File: src/rtl/regfile_wb_arbiter_if.sv
// Bundle for the two writeback request channels, the registered register-file
// write port and the status outputs of regfile_wb_arbiter.
interface regfile_wb_arbiter_if #(
    parameter int DW    = 32,
    parameter int AW    = 5,
    parameter int DEPTH = 4
);
    localparam int LW = $clog2(DEPTH) + 1;

    logic               a_valid;
    logic               a_ready;
    logic [AW-1:0]      a_addr;
    logic [DW-1:0]      a_data;
    logic               b_valid;
    logic               b_ready;
    logic [AW-1:0]      b_addr;
    logic [DW-1:0]      b_data;
    logic               w_en;
    logic [AW-1:0]      w_addr;
    logic [DW-1:0]      w_din;
    logic [(2**AW)-1:0] pend_mask;
    logic [LW-1:0]      a_level;
    logic [LW-1:0]      b_level;
    logic [15:0]        zero_drops;

    modport master (
        output a_valid, a_addr, a_data, b_valid, b_addr, b_data,
        input  a_ready, b_ready, w_en, w_addr, w_din, pend_mask,
               a_level, b_level, zero_drops
    );

    modport slave (
        input  a_valid, a_addr, a_data, b_valid, b_addr, b_data,
        output a_ready, b_ready, w_en, w_addr, w_din, pend_mask,
               a_level, b_level, zero_drops
    );
endinterface

File: src/rtl/regfile_wb_arbiter.sv
// Two-requester writeback arbiter onto one registered register-file write port.
// Define REGFILE_WB_ARB_RR_EN for round-robin; default is fixed A-over-B priority.
module regfile_wb_arbiter #(
    parameter int DW    = 32,
    parameter int AW    = 5,
    parameter int DEPTH = 4
) (
    input  logic                  clk,
    input  logic                  rst_n,
    regfile_wb_arbiter_if.slave   bus
);
    localparam int PW   = $clog2(DEPTH);
    localparam int LW   = PW + 1;
    localparam int NREG = 2**AW;

    // Index 0 is requester A, index 1 is requester B.
    logic [1:0]                       w_valid, w_ready, w_push, w_zero, w_pop, w_nempty;
    logic [1:0][AW-1:0]               w_in_addr;
    logic [1:0][DW-1:0]               w_in_data;
    logic [1:0][DEPTH-1:0][AW-1:0]    r_addr;
    logic [1:0][DEPTH-1:0][DW-1:0]    r_data;
    logic [1:0][PW-1:0]               r_rd, r_wr;
    logic [1:0][LW-1:0]               r_level;
    logic                             r_wen;
    logic [AW-1:0]                    r_waddr;
    logic [DW-1:0]                    r_wdin;
    logic [15:0]                      r_zero;
    logic [16:0]                      w_zsum;
    logic                             w_sel;
    logic [NREG-1:0]                  w_pend;
`ifdef REGFILE_WB_ARB_RR_EN
    logic                             r_last_a;
`endif

    assign w_valid   = {bus.b_valid, bus.a_valid};
    assign w_in_addr = {bus.b_addr, bus.a_addr};
    assign w_in_data = {bus.b_data, bus.a_data};

    for (genvar g = 0; g < 2; g++) begin : g_req
        assign w_ready[g]  = r_level[g] != LW'(DEPTH);
        assign w_nempty[g] = r_level[g] != '0;
        // Writes to register 0 are accepted but never queued.
        assign w_zero[g]   = w_valid[g] && w_ready[g] && (w_in_addr[g] == '0);
        assign w_push[g]   = w_valid[g] && w_ready[g] && (w_in_addr[g] != '0);
    end

    always_comb begin
        w_pop = '0;
`ifdef REGFILE_WB_ARB_RR_EN
        if (w_nempty[0] && w_nempty[1]) w_pop = r_last_a ? 2'b10 : 2'b01;
        else if (w_nempty[0])           w_pop = 2'b01;
        else if (w_nempty[1])           w_pop = 2'b10;
`else
        if (w_nempty[0])      w_pop = 2'b01;
        else if (w_nempty[1]) w_pop = 2'b10;
`endif
    end

    assign w_sel  = w_pop[1];
    assign w_zsum = {1'b0, r_zero} + 17'(w_zero[0]) + 17'(w_zero[1]);

    always_ff @(posedge clk) begin
        if (!rst_n) begin
            r_rd    <= '0;
            r_wr    <= '0;
            r_level <= '0;
            r_wen   <= 1'b0;
            r_waddr <= '0;
            r_wdin  <= '0;
            r_zero  <= '0;
`ifdef REGFILE_WB_ARB_RR_EN
            r_last_a <= 1'b0;
`endif
        end else begin
            for (int g = 0; g < 2; g++) begin
                if (w_push[g]) begin
                    r_addr[g][r_wr[g]] <= w_in_addr[g];
                    r_data[g][r_wr[g]] <= w_in_data[g];
                    r_wr[g]            <= r_wr[g] + 1'b1;
                end
                if (w_pop[g]) r_rd[g] <= r_rd[g] + 1'b1;
                r_level[g] <= r_level[g] + LW'(w_push[g]) - LW'(w_pop[g]);
            end
            r_wen <= |w_pop;
            if (|w_pop) begin
                r_waddr <= r_addr[w_sel][r_rd[w_sel]];
                r_wdin  <= r_data[w_sel][r_rd[w_sel]];
`ifdef REGFILE_WB_ARB_RR_EN
                r_last_a <= w_pop[0];
`endif
            end
            r_zero <= w_zsum[16] ? 16'hFFFF : w_zsum[15:0];
        end
    end

    // Live FIFO entries are the LEVEL slots starting at the read pointer.
    always_comb begin
        w_pend = '0;
        for (int g = 0; g < 2; g++)
            for (int k = 0; k < DEPTH; k++)
                if (LW'(k) < r_level[g])
                    w_pend[r_addr[g][r_rd[g] + PW'(k)]] = 1'b1;
        if (r_wen) w_pend[r_waddr] = 1'b1;
        w_pend[0] = 1'b0;
    end

    assign bus.a_ready    = w_ready[0];
    assign bus.b_ready    = w_ready[1];
    assign bus.w_en       = r_wen;
    assign bus.w_addr     = r_waddr;
    assign bus.w_din      = r_wdin;
    assign bus.pend_mask  = w_pend;
    assign bus.a_level    = r_level[0];
    assign bus.b_level    = r_level[1];
    assign bus.zero_drops = r_zero;
endmodule
File: src/flat_wrapper.sv
// flat-port wrapper written by rule: the top's interface ports become plain ports
module regfile_wb_arbiter_flat 
#(
    parameter int DW    = 32,
    parameter int AW    = 5,
    parameter int DEPTH = 4
)
  (clk, rst_n, bus_a_valid, bus_a_addr, bus_a_data, bus_b_valid, bus_b_addr, bus_b_data, bus_a_ready, bus_b_ready, bus_w_en, bus_w_addr, bus_w_din, bus_pend_mask, bus_a_level, bus_b_level, bus_zero_drops);
  regfile_wb_arbiter_if #(.DW(DW), .AW(AW), .DEPTH(DEPTH)) bus_i ();
  input  logic clk;
  input  logic rst_n;
  input wire logic [$bits(bus_i.a_valid)-1:0] bus_a_valid;
  input wire logic [$bits(bus_i.a_addr)-1:0] bus_a_addr;
  input wire logic [$bits(bus_i.a_data)-1:0] bus_a_data;
  input wire logic [$bits(bus_i.b_valid)-1:0] bus_b_valid;
  input wire logic [$bits(bus_i.b_addr)-1:0] bus_b_addr;
  input wire logic [$bits(bus_i.b_data)-1:0] bus_b_data;
  output wire logic [$bits(bus_i.a_ready)-1:0] bus_a_ready;
  output wire logic [$bits(bus_i.b_ready)-1:0] bus_b_ready;
  output wire logic [$bits(bus_i.w_en)-1:0] bus_w_en;
  output wire logic [$bits(bus_i.w_addr)-1:0] bus_w_addr;
  output wire logic [$bits(bus_i.w_din)-1:0] bus_w_din;
  output wire logic [$bits(bus_i.pend_mask)-1:0] bus_pend_mask;
  output wire logic [$bits(bus_i.a_level)-1:0] bus_a_level;
  output wire logic [$bits(bus_i.b_level)-1:0] bus_b_level;
  output wire logic [$bits(bus_i.zero_drops)-1:0] bus_zero_drops;
  assign bus_i.a_valid = bus_a_valid;
  assign bus_i.a_addr = bus_a_addr;
  assign bus_i.a_data = bus_a_data;
  assign bus_i.b_valid = bus_b_valid;
  assign bus_i.b_addr = bus_b_addr;
  assign bus_i.b_data = bus_b_data;
  assign bus_a_ready = bus_i.a_ready;
  assign bus_b_ready = bus_i.b_ready;
  assign bus_w_en = bus_i.w_en;
  assign bus_w_addr = bus_i.w_addr;
  assign bus_w_din = bus_i.w_din;
  assign bus_pend_mask = bus_i.pend_mask;
  assign bus_a_level = bus_i.a_level;
  assign bus_b_level = bus_i.b_level;
  assign bus_zero_drops = bus_i.zero_drops;
  regfile_wb_arbiter #(.DW(DW), .AW(AW), .DEPTH(DEPTH)) u_core (.clk(clk), .rst_n(rst_n), .bus(bus_i));
endmodule
File: config.mk
export PLATFORM = sky130hd
export DESIGN_NAME = regfile_wb_arbiter_flat
export DESIGN_NICKNAME = d
export VERILOG_FILES = /design/src/rtl/regfile_wb_arbiter_if.sv /design/src/rtl/regfile_wb_arbiter.sv /design/src/flat_wrapper.sv
export SDC_FILE = /design/constraint.sdc
export NUM_CORES = 1
export LEC_CHECK = 0
export CAP_MARGIN = 25
export CORE_MARGIN = 10
export CORE_UTILIZATION = 47
export CTS_BUF_LIST = sky130_fd_sc_hd__clkbuf_8
export DETAILED_ROUTE_END_ITERATION = 6
export PLACE_DENSITY = 0.71
export SETUP_SLACK_MARGIN = 0.5
export SLEW_MARGIN = 20
export SYNTH_ARGS = -nofsm -noshare
export SYNTH_HDL_FRONTEND = slang
export SYNTH_SLANG_ARGS = --single-unit
File: constraint.sdc
create_clock -name clk -period 3.2 [get_ports clk]
set_input_delay 0.48 -clock clk [delete_from_list [all_inputs] [get_ports clk]]
set_output_delay 0.48 -clock clk [all_outputs]
set_load 0.02 [all_outputs]
==> impl_metrics.ini, run 1 <==
[detailed_routing]
met3_length_mm = 4.96
first_pass_iters = 6
wl_met2_mm = 32.1
dr.max_layer_used = met5
viasPerCell = 6.01
finalWirelength_mm = 66.3
routedWlPerCell_um = 25.4
num_vias = 15700
ant_nets = 0
drc = 0
met1_length_mm = 25.8
dr.first_iter.drc_count = 1493

[timing]
worst_pin_slew_ns = 0.759
hold_viol_final = 0
whs_ns = 0.427
setup-tns-final_ns = -6.96
max_freq_ghz = 0.284
slew_viol_final = 0
grt_setup_unrepaired = yes
final-setup-viol-count = 31
period_needed_ns = 3.52
clock_skew_ns = 0.0534
period_share_pct = 110
maxSlewHeadroom_pct = 49.4
worst_slack_ns = -0.316

[yosys]
ys_seq_area_share_pct = 55.2
async_flop_share_pct = 0
netlist.area_leader.share_pct = 47.9
syn_nets = 1582
synth_area_per_cell_um2 = 12.5
synth_area_leaders = edfxtp_1, dfxtp_1, mux4_2
yosys_register_bits = 364
synth.yosys.warnings = 0
syn_area_um2 = 18600
synth-edff-count = 296
synth-xor-area-share_pct = 0.755
yosys.area_share.simple_pct = 13.8
synthAdderAreaFrac_pct = 1.47
synth_largest_area_cell = edfxtp_1
synthMuxAreaShare_pct = 14.5
synth_ff_type = edfxtp_1
netlist_instances = 1484
synth_compound_area_share_pct = 10.4
synth_top_family_by_area = multiplexers
yosysUniqueCellTypes = 71

[clocking]
htreeDepth = 2
clock_sinks = 364
path_clk_slew_ns = 0.06
cts_hold_buf = 0
insertion_delay_ns = 0.68
cts.path.max_buffers = 3
cts_made_buffers = 55
cts_tree = done
root_buffer = clkbuf_8

[grt]
grt_max_degree = 114
antenna_found_initial = 4
grt_pass1_vias = 15700
grtUsageTotal_pct = 26.9
grt_pass1_wl_mm = 97.4
grt-ovfl-total = 0

[die]
die_w_um = 219
dieArea_um2 = 47800
start_util_pct = 47.8
row_count = 72
core_um2 = 38800
fp.dieH_um = 219
io_pins = 172

[cells_and_area]
final_cells = 2605
layout_commonest_cell = buf_4
final_cell_area_um2 = 26800
n_fill_cell = 2713
finalNetCount = 2135
drive_gt1_share_pct = 43.0
area_delta_synth_final_pct = 44.6
final_cell_mix = buf_4, edfxtp_1, clkdlybuf4s50_1

[worst_setup_path]
cpPeakStageDelay_ns = 0.66
cp_num_buf_inv = 3
crit_chain = buf_6 > mux4_2 > or4b_4 > o22ai_2 > nor4_2 > buf_4 > nand3_2 > buf_6
criticalPathCategory = flop to primary output
critPathTopFamily = simple AND/OR/NAND/NOR gates
crit_cells = 8
r2r_start = u_core.bus.b_level[2]
startpoint = u_core.r_rd[2]
reg2regPathDepth = 13
r2r-end = u_core.bus.zero_drops[4]
rrSetupSlack_ns = 0.53
crit_top_cell = buf_6
critPathRequiredTime_ns = 2.72
start_kind = flop
worst_setup_path_end_kind = primary output
crit_end = bus_pend_mask[5]
critPathMaxFanout = 7
critPathSlowestCell = or4b_4
crit_arrival_ns = 3.04

[pwr]
power_density_nw_per_um2 = 833
ir_worst_vdd_mv = 0.589
p_leak_nw = 9.56

[placed_design]
dpl_cell_area_um2 = 23100
gp_congestion = 1.06
portBuffers = 170
placed_cells = 2404
hpwlAfterDp_mm = 47.5

[worst_hold_path]
hp-class = primary input to flop
whs_path_depth = 1

[job]
max_cap_violations = 0

[outcome]
violations = negative setup slack
outcome = complete, but fails checks
==> synth_stat cells (20+ instances only) <==
cell and n:
a21oi_1 20, nor3_1 69, buf_2 37, edfxtp_1 296, o32ai_1 23, mux2_2 76, a311oi_1 40, a211oi_1 21
mux4_2 42, clkbuf_1 38, nand3_1 42, o211ai_1 62, mux2i_1 82, nand2b_1 28, nor4_1 20, nand2_1 110
inv_1 33, dfxtp_1 68, nor2_1 116
==> final cells by class <==
| class | instances | area (µm²) | share of cell area [%] |
|---|---|---|---|
| sequential | 364 | 10300 | 38.3 |
| multi-input combinational | 985 | 9220 | 34.4 |
| timing repair buffer | 597 | 5510 | 20.5 |
| clock buffer | 61 | 840 | 3.13 |
| tap | 518 | 648 | 2.42 |
| clock inverter | 42 | 211 | 0.788 |
| inverter | 34 | 128 | 0.476 |
| antenna | 4 | 10.0 | 0.0373 |
==> cells by family (layout without fill, tap and decap cells) <==
| kind of cell | after synthesis | in the layout |
|---|---|---|
| compound gates | 245 | 245 |
| xor+xnor | 16 | 16 |
| fa+ha+maj | 20 | 20 |
| buf+inv | 137 | 734 |
| flops | 364 | 364 |
| mux | 204 | 205 |
| other cells | 1 | 5 |
| simple gates | 497 | 498 |
==> metal layers <==
layer | vias to the layer above | track usage, %
li1 | 6943 | -
met1 | 7790 | 32.4
met2 | 736 | 44.5
met3 | 188 | 6.04
met4 | 6 | 13.8
met5 | - | 0
==> worst min path at each step <==
| stage | from | end | slack, ns |
|---|---|---|---|
| CTS | bus_a_data[19] | u_core.r_data[19] | 0.38 |
| finish | bus_a_data[19] | u_core.r_data[19] | 0.43 |
| global route | bus_a_data[19] | u_core.r_data[19] | 0.40 |
| floorplan | u_core.r_wr[3] | u_core.r_wr[3] | 0.51 |
| global placement | u_core.bus.w_din[28] | u_core.bus.w_din[28] | 0.49 |
| detailed placement | u_core.bus.w_din[28] | u_core.bus.w_din[28] | 0.49 |
==> sequential cells by signal, indices dropped and copies added (netlist names) <==
register / count
u_core.bus.w_en: 1
u_core.bus.zero_drops: 16
u_core.bus.w_din: 32
u_core.bus.b_level: 3
u_core.bus.w_addr: 5
u_core.r_rd: 4
u_core.r_wr: 4
u_core.r_addr: 40
u_core.r_data: 256
u_core.bus.a_level: 3
==> report_power, final <==
part           switching [W]  total [W]  internal, W
sequential          0.000401    0.00604      0.00564
combinational        0.00691     0.0127      0.00583
clock                0.00178    0.00356      0.00178
total                0.00909     0.0223       0.0133
==> stage by stage <==
stage	power, W	worst slack, ns	utilization (%)
finish	0.0223	-0.316	69.1
global route	0.0233	-0.397	69.1
CTS	0.0213	-0.329	66.3
detailed placement	0.0165	-0.626	59.5
global placement	0.0163	-0.488	59.5
floorplan	0.0119	0.459	-
==> repair_timing <==
item	4_1_cts	5_1_grt
setup buffers	56	34
gates cloned	3	1
gates resized for setup	411	145
pin swaps	43	57
setup endpoints to repair	36	47
Note: power is estimated with default switching activity, not from simulation.
==> run 2: changes to the inputs <==
ABC_AREA = 1   (was unset)
==> run 2 against run 1 <==
  * The flow now finishes without violations
  * Synthesized cell count rose by 65%
  * Maximum frequency rose by 14%
  * Global-route usage rose by 1.1 points
  * Clock-buffer cell count rose by 6
  * First-iteration DRC count rose by 19%
  * Critical path depth rose by 4
  * Wire length rose by 9.6%
  * Largest power group unchanged
  * Core utilization fell by 6.0 points
  * Clock skew fell by 0.033 ns
  * Power rose by 22%
  * Sequential cell count did not move
==> impl_metrics.ini, run 2 <==
[outcome]
outcome = finished clean

[detailed_routing]
viasPerCell = 5.52
num_vias = 18400
dr.first_iter.drc_count = 1770
finalWirelength_mm = 72.7
ant_nets = 0
drc = 0
routedWlPerCell_um = 21.8
first_pass_iters = 5

[clocking]
cts_made_buffers = 57
cts_tree = done
htreeDepth = 2
root_buffer = clkbuf_8
clock_sinks = 364
path_clk_slew_ns = 0.06
cts_hold_buf = 0
cts.path.max_buffers = 3
insertion_delay_ns = 0.66

[cells_and_area]
area_delta_synth_final_pct = 32.6
finalNetCount = 2848
post-route-util_pct = 63.1
n_fill_cell = 3472
largest_reg_flops = 256
drive_gt1_share_pct = 22.5
layout_commonest_cell = nand2_1
final_cell_mix = nand2_1, edfxtp_1, nand3_1
diodes = 0

[yosys]
synth_area_leaders = edfxtp_1, nand2_1, nand3_1
netlist_instances = 2453
async_flop_share_pct = 0
netlist.area_leader.share_pct = 45.7
ys_seq_area_share_pct = 52.7
yosys_register_bits = 364
yosysUniqueCellTypes = 40
synth-edff-count = 296
synth.yosys.warnings = 0
yosysMostFrequentCell = nand2_1
synth_largest_area_cell = edfxtp_1
syn_nets = 2551
syn_area_um2 = 19400
synth_common_cells = nand2_1, edfxtp_1, nand3_1, nor2_1, inv_1
synth_area_per_cell_um2 = 7.92
synth_ff_type = edfxtp_1

[timing]
clock_skew_ns = 0.0204
hold_viol_final = 0
max_freq_ghz = 0.323
period_share_pct = 96.7
worst_slack_ns = 0.105
setup-tns-final_ns = 0
whs_ns = 0.453
maxSlewHeadroom_pct = 47.4
grt_setup_unrepaired = yes
slew_viol_final = 0
final-setup-viol-count = 0
worst_pin_slew_ns = 0.784
period_needed_ns = 3.10

[grt]
grt_pass1_wl_mm = 108
grtUsageTotal_pct = 28.0
antenna_found_initial = 1
grt-ovfl-total = 0
grt_max_degree = 88
grt_pass1_vias = 17700

[placed_design]
hpwlAfterDp_mm = 50.1
portBuffers = 170
gp_congestion = 1.10
place_ws_ns = -0.0340

[die]
start_util_pct = 47.6
core_um2 = 40800
dieArea_um2 = 49900
fp.dieH_um = 223
die_w_um = 223
io_pins = 172
row_count = 74

[worst_setup_path]
critPathRequiredTime_ns = 2.72
critPathSlowestCell = dfxtp_4
start_kind = flop
cpPeakStageDelay_ns = 0.39
critPathMaxFanout = 5
worst_setup_path_end_kind = primary output
crit_arrival_ns = 2.62
criticalPathCategory = flop to primary output
crit_chain = buf_6 > nand2_4 > nand2_8 > clkbuf_16 > o21ai_4 > nor2_1 > buf_4 > nand2_2 > nand2_2 > nor2_1 > nand3_1 > buf_4

[job]
max_cap_violations = 0

[pwr]
ir_worst_vdd_mv = 0.838
p_leak_nw = 11.2
power_density_nw_per_um2 = 1060

[worst_hold_path]
hp-class = primary input to flop
run 2: metrics by stage:
step	power, W	cells	instance area [µm²]
floorplan	0.0144	2453	19400
finish	0.0273	3331	25800
global placement	0.0198	3188	22600
global route	0.0288	3331	25800
CTS	0.0258	3319	24900
detailed placement	0.0200	3188	22600
run 2: timing repair:
action / CTS / global route
resized for setup: 423 / 210
buffers inserted: 21 / 10
setup endpoints to repair: 31 / 66
pin swaps: 47 / 57
cloned: 2 / 2
run 2: final cells by class:
class                      count  area, µm²  area share [%]
sequential                   364      10300            39.8
inverter                     212        833            3.23
multi-input combinational   1774       9220            35.8
tap                          532        666            2.58
timing repair inverter         1       8.76          0.0340
clock inverter                41        367            1.42
timing repair buffer         340       3490            13.5
clock buffer                  67        922            3.58
run 2: power by group:
| group | internal [W] | switching, W |
|---|---|---|
| Combinational | 0.00581 | 0.0111 |
| Sequential | 0.00563 | 0.000307 |
| Clock | 0.00242 | 0.00195 |
| Total | 0.0139 | 0.0134 |
run 2: path summary, 6_finish.rpt:
| check | from | end | slack (ns) | cells past startpoint |
|---|---|---|---|---|
| worst min-delay path | bus_a_data[23] | u_core.r_data[55] | 0.45 | 1 |
| worst max-delay path | u_core.r_rd[0] | bus_pend_mask[1] | 0.10 | 12 |
| worst max register to register | u_core.bus.a_level[0] | u_core.bus.zero_drops[11] | 0.65 | 13 |
| worst min register to register | u_core.r_wr[0] | u_core.r_wr[0] | 0.52 | 1 |
run 2: per-layer routing:
layer	vias up	GRT usage (%)	wire [µm]
met3	227	4.20	5330
met1	8693	33.7	27600
met2	885	47.3	35800
li1	8586	-	-
met5	-	0	13
met4	2	14.8	3970
run 2: kinds of logic (layout without fill, tap and decap cells):
kind of cell	Yosys count	count (layout)	share of synthesized area (%)
AND/OR/NAND/NOR	1622	1622	35.0
flip-flops	364	364	52.7
buffers and inverters	315	661	7.08
AO/OA/AOI/OAI	119	119	3.24
adder cells (fa/ha/maj)	20	20	1.40
XOR/XNOR	12	12	0.541
other	1	1	0.0193
run 2: worst max-delay path: cells and delay by family (launching register included):
| kind | cells | cell delay [ns] |
|---|---|---|
| buf+inv | 4 | 0.67 |
| simple gates | 7 | 0.63 |
| flops | 1 | 0.39 |
| compound gates | 1 | 0.28 |
==> run 3: changes to the inputs <==
GPL_ROUTABILITY_DRIVEN = 1   (was unset)
==> results of run 3 <==
No change in the layout: final DEF, timing and power equal those of run 2.
